[config.mk]
export PLATFORM = sky130hd
export DESIGN_NAME = joybus_device
export DESIGN_NICKNAME = d
export VERILOG_FILES = /design/src/rtl/joybus_device.sv
export SDC_FILE = /design/constraint.sdc
export NUM_CORES = 1
export LEC_CHECK = 0
export CELL_PAD_IN_SITES_DETAIL_PLACEMENT = 0
export CELL_PAD_IN_SITES_GLOBAL_PLACEMENT = 1
export CORE_MARGIN = 2
export CORE_UTILIZATION = 40
export DETAILED_ROUTE_END_ITERATION = 10
export PLACE_DENSITY = 0.75
export SLEW_MARGIN = 5
export SYNTH_ARGS = -nofsm -noshare
export SYNTH_HDL_FRONTEND = slang
export SYNTH_SLANG_ARGS = --single-unit
[constraint.sdc]
create_clock -name clk -period 2 [get_ports clk]
set_input_delay 0.4 -clock clk [delete_from_list [all_inputs] [get_ports clk]]
set_output_delay 0.4 -clock clk [all_outputs]
set_load 0.03 [all_outputs]
[src/rtl/joybus_device.sv]
// ---------------------------------------------------------------------------
// joybus_device
//
// Purpose:
//   Controller-side responder for the N64 JOYBUS single-wire protocol.
//   Receives an 8-bit host command followed by a host stop bit on the shared
//   open-drain line. The device then answers known commands on the same wire:
//     - info (8'h00) and reset (8'hFF) return the 3-byte ID 24'h050002.
//     - poll (8'h01) returns the 32-bit button word.
//   The button word is captured when the command is accepted.
//
// Line encoding (1 bit = 4 us):
//   '0' = 3 us low + 1 us high, '1' = 1 us low + 3 us high,
//   host stop = 1 us low, device stop = 2 us low.
//
// Ports:
//   clk        system clock (US_CYCLES cycles per microsecond)
//   rst_n      asynchronous active-low reset
//   JB_in      raw, asynchronous level of the JOYBUS line (1 = released)
//   JB_oe      1 = pull the line low, 0 = release (top level drives 1'bZ)
//   buttons    poll response word, sent MSB first
//   cmd        last command byte accepted with a valid stop bit
//   cmd_valid  one-cycle pulse when a command plus stop bit is accepted
//   resp_busy  high from cmd_valid until the device stop bit is released
//   rx_err     one-cycle pulse on a framing error or timeout
// ---------------------------------------------------------------------------
module joybus_device #(
  parameter int US_CYCLES       = 25,
  parameter int RESP_DELAY_US   = 2,
  parameter int IDLE_TIMEOUT_US = 8
) (
  input  logic        clk,
  input  logic        rst_n,
  input  logic        JB_in,
  output logic        JB_oe,
  input  logic [31:0] buttons,
  output logic [7:0]  cmd,
  output logic        cmd_valid,
  output logic        resp_busy,
  output logic        rx_err
);

  // Cycle counter width. It must hold the largest receive-side count
  // (sample point + idle timeout) and the 4 us transmit bit period.
  localparam int CW = 16;

  // All receive-side times are measured from the detected falling edge
  // that started the current bit.
  localparam logic [CW-1:0] T_SAMPLE   = CW'(2 * US_CYCLES);
  localparam logic [CW-1:0] T_STUCK    = CW'(5 * US_CYCLES);
  // The idle timeout runs from the sample point, which is itself 2 us
  // after the edge.
  localparam logic [CW-1:0] T_TIMEOUT  = CW'((2 + IDLE_TIMEOUT_US) * US_CYCLES);
  // Terminal counts for the transmit side (count runs 0 .. N-1).
  localparam logic [CW-1:0] T_RESP_END = CW'(RESP_DELAY_US * US_CYCLES - 1);
  localparam logic [CW-1:0] T_BIT_END  = CW'(4 * US_CYCLES - 1);
  localparam logic [CW-1:0] T_STOP_END = CW'(2 * US_CYCLES - 1);
  localparam logic [CW-1:0] T_LOW0     = CW'(3 * US_CYCLES);
  localparam logic [CW-1:0] T_LOW1     = CW'(US_CYCLES);

  typedef enum logic [2:0] {
    S_IDLE,
    S_RX_BIT,       // bit low phase, waiting for the sample point
    S_RX_GAP,       // between command bits, waiting for the next edge
    S_RX_STOP,      // after bit 8, waiting for the host stop-bit edge
    S_RX_STOP_SMP,  // inside the host stop bit, waiting for its sample
    S_RESP_WAIT,    // turnaround gap before the first response bit
    S_TX,           // driving response bits
    S_TX_STOP       // driving the 2 us device stop bit
  } state_t;

  state_t          state_q, state_d;
  logic            sync1_q, sync1_d;
  logic            sync2_q, sync2_d;
  logic            prev_q, prev_d;
  logic [CW-1:0]   cnt_q, cnt_d;
  logic [7:0]      rx_sr_q, rx_sr_d;
  logic [3:0]      rx_bits_q, rx_bits_d;
  logic [31:0]     tx_sr_q, tx_sr_d;
  logic [5:0]      tx_left_q, tx_left_d;
  logic [7:0]      cmd_q, cmd_d;
  logic            cmd_valid_q, cmd_valid_d;
  logic            resp_busy_q, resp_busy_d;
  logic            rx_err_q, rx_err_d;
  logic            jb_oe_q, jb_oe_d;

  logic            fall;
  logic            is_id_cmd;
  logic            is_poll_cmd;
  logic [CW-1:0]   low_len;

  // Falling edge of the synchronized line.
  assign fall        = prev_q & ~sync2_q;

  // Decode of the byte assembled so far (complete by the stop bit).
  assign is_id_cmd   = (rx_sr_q == 8'h00) || (rx_sr_q == 8'hFF);
  assign is_poll_cmd = (rx_sr_q == 8'h01);

  // Low time of the response bit currently at the head of the shifter.
  assign low_len     = tx_sr_q[31] ? T_LOW1 : T_LOW0;

  always_comb begin
    sync1_d     = JB_in;
    sync2_d     = sync1_q;
    prev_d      = sync2_q;
    state_d     = state_q;
    cnt_d       = cnt_q + CW'(1);
    rx_sr_d     = rx_sr_q;
    rx_bits_d   = rx_bits_q;
    tx_sr_d     = tx_sr_q;
    tx_left_d   = tx_left_q;
    cmd_d       = cmd_q;
    cmd_valid_d = 1'b0;
    resp_busy_d = resp_busy_q;
    rx_err_d    = 1'b0;
    jb_oe_d     = jb_oe_q;

    unique case (state_q)
      S_IDLE: begin
        // Keep the counter parked so every bit starts counting from 0.
        cnt_d = '0;
        if (fall) begin
          rx_bits_d = '0;
          state_d   = S_RX_BIT;
        end
      end

      S_RX_BIT: begin
        if (cnt_q == T_SAMPLE) begin
          rx_sr_d   = {rx_sr_q[6:0], sync2_q};
          rx_bits_d = rx_bits_q + 4'd1;
          state_d   = (rx_bits_q == 4'd7) ? S_RX_STOP : S_RX_GAP;
        end
      end

      // The counter keeps running from the bit's falling edge, so the
      // stuck-low and idle-timeout checks use the same time base as the
      // sample point.
      S_RX_GAP, S_RX_STOP: begin
        if (fall) begin
          cnt_d   = '0;
          state_d = (state_q == S_RX_GAP) ? S_RX_BIT : S_RX_STOP_SMP;
        end else if ((cnt_q == T_STUCK && !sync2_q) || cnt_q == T_TIMEOUT) begin
          rx_err_d = 1'b1;
          state_d  = S_IDLE;
        end
      end

      S_RX_STOP_SMP: begin
        if (cnt_q == T_SAMPLE) begin
          if (sync2_q) begin
            cmd_d       = rx_sr_q;
            cmd_valid_d = 1'b1;
            cnt_d       = '0;
            if (is_id_cmd) begin
              // The ID is left-aligned in the shifter so both response
              // lengths leave from bit 31.
              tx_sr_d     = {24'h050002, 8'h00};
              tx_left_d   = 6'd23;
              resp_busy_d = 1'b1;
              state_d     = S_RESP_WAIT;
            end else if (is_poll_cmd) begin
              tx_sr_d     = buttons;
              tx_left_d   = 6'd31;
              resp_busy_d = 1'b1;
              state_d     = S_RESP_WAIT;
            end else begin
              state_d = S_IDLE;
            end
          end else begin
            rx_err_d = 1'b1;
            state_d  = S_IDLE;
          end
        end
      end

      S_RESP_WAIT: begin
        if (cnt_q == T_RESP_END) begin
          cnt_d   = '0;
          jb_oe_d = 1'b1;
          state_d = S_TX;
        end
      end

      S_TX: begin
        if (cnt_q == T_BIT_END) begin
          // Every bit (and the stop bit) begins with the line pulled low.
          cnt_d   = '0;
          jb_oe_d = 1'b1;
          tx_sr_d = {tx_sr_q[30:0], 1'b0};
          if (tx_left_q == 6'd0) begin
            state_d = S_TX_STOP;
          end else begin
            tx_left_d = tx_left_q - 6'd1;
          end
        end else begin
          // Registered drive: decide for the next count value.
          jb_oe_d = ((cnt_q + CW'(1)) < low_len);
        end
      end

      S_TX_STOP: begin
        if (cnt_q == T_STOP_END) begin
          jb_oe_d     = 1'b0;
          resp_busy_d = 1'b0;
          state_d     = S_IDLE;
        end
      end

      default: begin
        state_d = S_IDLE;
      end
    endcase
  end

  always_ff @(posedge clk or negedge rst_n) begin
    if (!rst_n) begin
      state_q     <= S_IDLE;
      // Preset to the released level so reset exit is not seen as an edge.
      sync1_q     <= 1'b1;
      sync2_q     <= 1'b1;
      prev_q      <= 1'b1;
      cnt_q       <= '0;
      rx_sr_q     <= '0;
      rx_bits_q   <= '0;
      tx_sr_q     <= '0;
      tx_left_q   <= '0;
      cmd_q       <= '0;
      cmd_valid_q <= 1'b0;
      resp_busy_q <= 1'b0;
      rx_err_q    <= 1'b0;
      jb_oe_q     <= 1'b0;
    end else begin
      state_q     <= state_d;
      sync1_q     <= sync1_d;
      sync2_q     <= sync2_d;
      prev_q      <= prev_d;
      cnt_q       <= cnt_d;
      rx_sr_q     <= rx_sr_d;
      rx_bits_q   <= rx_bits_d;
      tx_sr_q     <= tx_sr_d;
      tx_left_q   <= tx_left_d;
      cmd_q       <= cmd_d;
      cmd_valid_q <= cmd_valid_d;
      resp_busy_q <= resp_busy_d;
      rx_err_q    <= rx_err_d;
      jb_oe_q     <= jb_oe_d;
    end
  end

  // Every output comes straight from a flop, so asserting reset releases
  // the line immediately.
  assign JB_oe     = jb_oe_q;
  assign cmd       = cmd_q;
  assign cmd_valid = cmd_valid_q;
  assign resp_busy = resp_busy_q;
  assign rx_err    = rx_err_q;

endmodule

==> results.md, run 1 <==
- Number of max-cap violations: 0
- Htree depth: 3
- CP Data Arrival Time: 2400 ps
- Die outline height: 107.6 um
- Clk root buf: clkbuf_8
- GRT busiest layer: met2
- Mapped cell area: 4297 um2
- DRC Markers: 0
- Sequential element share of the synthesized area: 49.01%
- Post-route antenna net violation count: 0
- Tcrit/Tclk final: 107.6%
- Syn Nets: 483
- Worst setup margin: -151.0 ps
- Cell Pwr Density: 673.3 nW/um2
- Vias in the first global route: 3727
- TritonCTS clock tree: done
- Initial Utilization: 41.43%
- GR Util met2: 30.05%
- First-pass GRT wire length: 17750 um
- Hold slack: 359.8 ps
- Worst path slowest cell: dfrtp_1
- Clk slew on worst S/H paths: 90 ps
- Die Area: 11590 um2
- Layout Area Growth over Synthesis: 38.06%
- RSZ-0062 raised after global routing: true
- Crit. End Element: flop
- Critical path peak fanout: 4
- DR iter-0 viols: 183
- Run status: finished, violations left
- Layout cells sized above 1: 24.64%
- Total track usage: 19.05%
- Core ar.: 10370 um2
- Ant diodes: 0
- DPL Wire Length: 7311 um
- Total power: 3.994 mW
- Hold Vio Cnt, Final: 0
- Routed WL: 10630 um
- Routed vias/inst: 5.444
- Fin cells: 684
- Final Setup Violations: 22
- Yosys warns: 0
- Total number of vias: 3724
- Commonest cells in the netlist: dfrtp_1 (81), nand2_1 (53), o21ai_1 (40)
- Fin Clk Skew: 17.42 ps
- Tightest Pin Transition: 462.5 ps
- Max incr delay on CP: 420 ps
- Post-DR wirelength/cell: 15.53 um
- WP buf/inv: 2
- Cells after DPL: 660
- IO Pins: 47
- Worst skew pair latency: 360 ps
- Layout Nets: 586
- Fmax: 0.4649 GHz
- Grt ovf: 0
- Std-Cell Rows: 37
- Clock sink total: 84
- Max Slew Vio Count: 0
- Initial antenna violation count: 0
- Dominant synthesized flop cell: dfrtp_1
- Placed Area: 5431 um2
- GR Layer Usage met3: 4.298%
- FFs w/ async S/R, synth: 100.0%
- Synth Instances: 440
- Critical path launch point type: flop
- Failing checks: negative setup slack
- Maximum number of pins on one net before global-route repair: 36
- Top cell type's share of synthesized area: 47.18%
- Synth area leaders: dfrtp_1 (47%), a22oi_1 (5.1%), o21ai_1 (4.7%)
- Setup Crit Path Kind: reg2reg
- # port buffers: 46
- Synth unique cells: 62
- CP required: 2250 ps
- Post-route cell area: 5932 um2
- Peak supply drop: 428.1 uV
- Drt pass-1 iters: 8
- Worst Hold Class: reg2reg
- Avg Cell Area, Syn: 9.765 um2
- Cell family with most CP delay: simple AND/OR/NAND/NOR gates
- Leakage: 2.580 nW
- GR Layer Usage met1: 26.49%
- Final period demand of the worst path: 2151 ps
- Core Util, Final: 57.20%
- Slew HR: 69.17%
- EDFF count, synth: 0
- Die width: 107.6 um
- FF+latch count, synth: 84
- GPL Wtd Cong: 0.8704
- CTS max path bufs: 2
- Cts bufs inserted: 9
- Count leader, synth: dfrtp_1
- Synth area leader: dfrtp_1
- CP Cell Sequence: inv_1 -> ha_1 -> nand4b_1 -> or2_4 -> nor2_4 -> buf_4 -> a211oi_2 -> nor4_4 -> mux2_1
-- worst paths after layout --
check                         start          to  slack, ps  depth (start not counted)
max                        cnt_q[0]  state_q[0]       -150                          9
min                         sync1_q      prev_d        360                          0
max reg2reg                cnt_q[0]  state_q[0]       -150                          9
min reg2reg                 sync1_q      prev_d        360                          0
max in group asynchronous     rst_n     sync1_q        850                          3
min in group asynchronous     rst_n      cmd[5]        530                          2
-- layout make-up --
cell class | count | area, um2
Inverter | 10 | 37.54
Timing Repair Buffer | 118 | 1147
Tap cell | 136 | 170.2
Fill cell | 961 | 4438
Sequential cell | 84 | 2106
Clock inverter | 5 | 107.6
Clock buffer | 11 | 131.4
Multi-Input combinational cell | 320 | 2232
-- what timing repair did --
item	4_1_cts	5_1_grt
gates cloned	0	3
endpoints found under the setup margin	56	78
setup buffers	3	1
endpoints found under the hold margin	28	0
resized for setup	8	24
pin swaps	4	4
hold buffers	1	0
-- stage by stage --
stage | setup WS [ps] | TNS, ps
after global routing | -239.8 | -7981
after floorplan | -63.54 | -66.38
final | -151.0 | -857.8
after global placement | -93.74 | -2037
after detailed placement | -146.7 | -2916
after CTS | -105.4 | -891.9
-- logic make-up after synthesis --
| kind of cell | Yosys count | share of synthesized area, % |
|---|---|---|
| and+or+nand+nor | 161 | 19.74 |
| AOI/OAI and AO/OA | 115 | 17.18 |
| DFF | 84 | 49.01 |
| buffers and inverters | 36 | 3.320 |
| muxes | 19 | 4.951 |
| xor gates and xnor gates | 17 | 3.466 |
| adders and majority gates | 8 | 2.330 |
-- worst reg2reg max path: stages, from the launching register on --
cell	delay (ps)
dfrtp_1	420
inv_1	80
ha_1	170
nand4b_1	120
or2_4	280
nor2_4	130
buf_4	140
a211oi_2	100
nor4_4	270
mux2_1	340
-- power by group --
group	total, mW	internal (mW)	switching (mW)
clock network	1.48	0.839	0.643
registers	1.79	1.74	0.0509
logic	0.724	0.362	0.363
total	3.99	2.94	1.06
-- cell usage in the layout, fill, tap and decap left out, types with 10 or more instances in the layout --
cell type / Yosys / layout
buf_4: 0 / 59
a22oi_1: 29 / 29
o21ai_1: 40 / 34
clkdlybuf4s50_1: 0 / 45
nand3_1: 18 / 18
dfrtp_1: 81 / 81
nor2_1: 34 / 29
nand2_1: 53 / 52
mux2_1: 10 / 10
-- per-layer routing --
| metal | vias up | part of all wire (%) |
|---|---|---|
| met5 | - | 0 |
| met4 | 0 | 1.7 |
| met3 | 19 | 5.4 |
| met2 | 113 | 47 |
| met1 | 1795 | 46 |
| li1 | 1797 | - |
-- registers in the layout, indices dropped and copies added, names as in the netlist, 3 cells and up --
register   flops
cnt_q         16
cmd            8
state_q        3
tx_sr_q       32
rx_sr_q        8
tx_left_q      6
rx_bits_q      4
No activity file was read; power rests on OpenSTA's default activity.
==> run 2, diff against run 1 <==
GPL_ROUTABILITY_DRIVEN = 0   (was default)
==> results of run 2 <==
Final layout, timing and power as in run 1 (identical DEF).
==> run 3, diff against run 2 <==
HOLD_SLACK_MARGIN = 0.15   (was default)
==> results of run 3 <==
Final layout, timing and power as in run 1 (identical DEF).
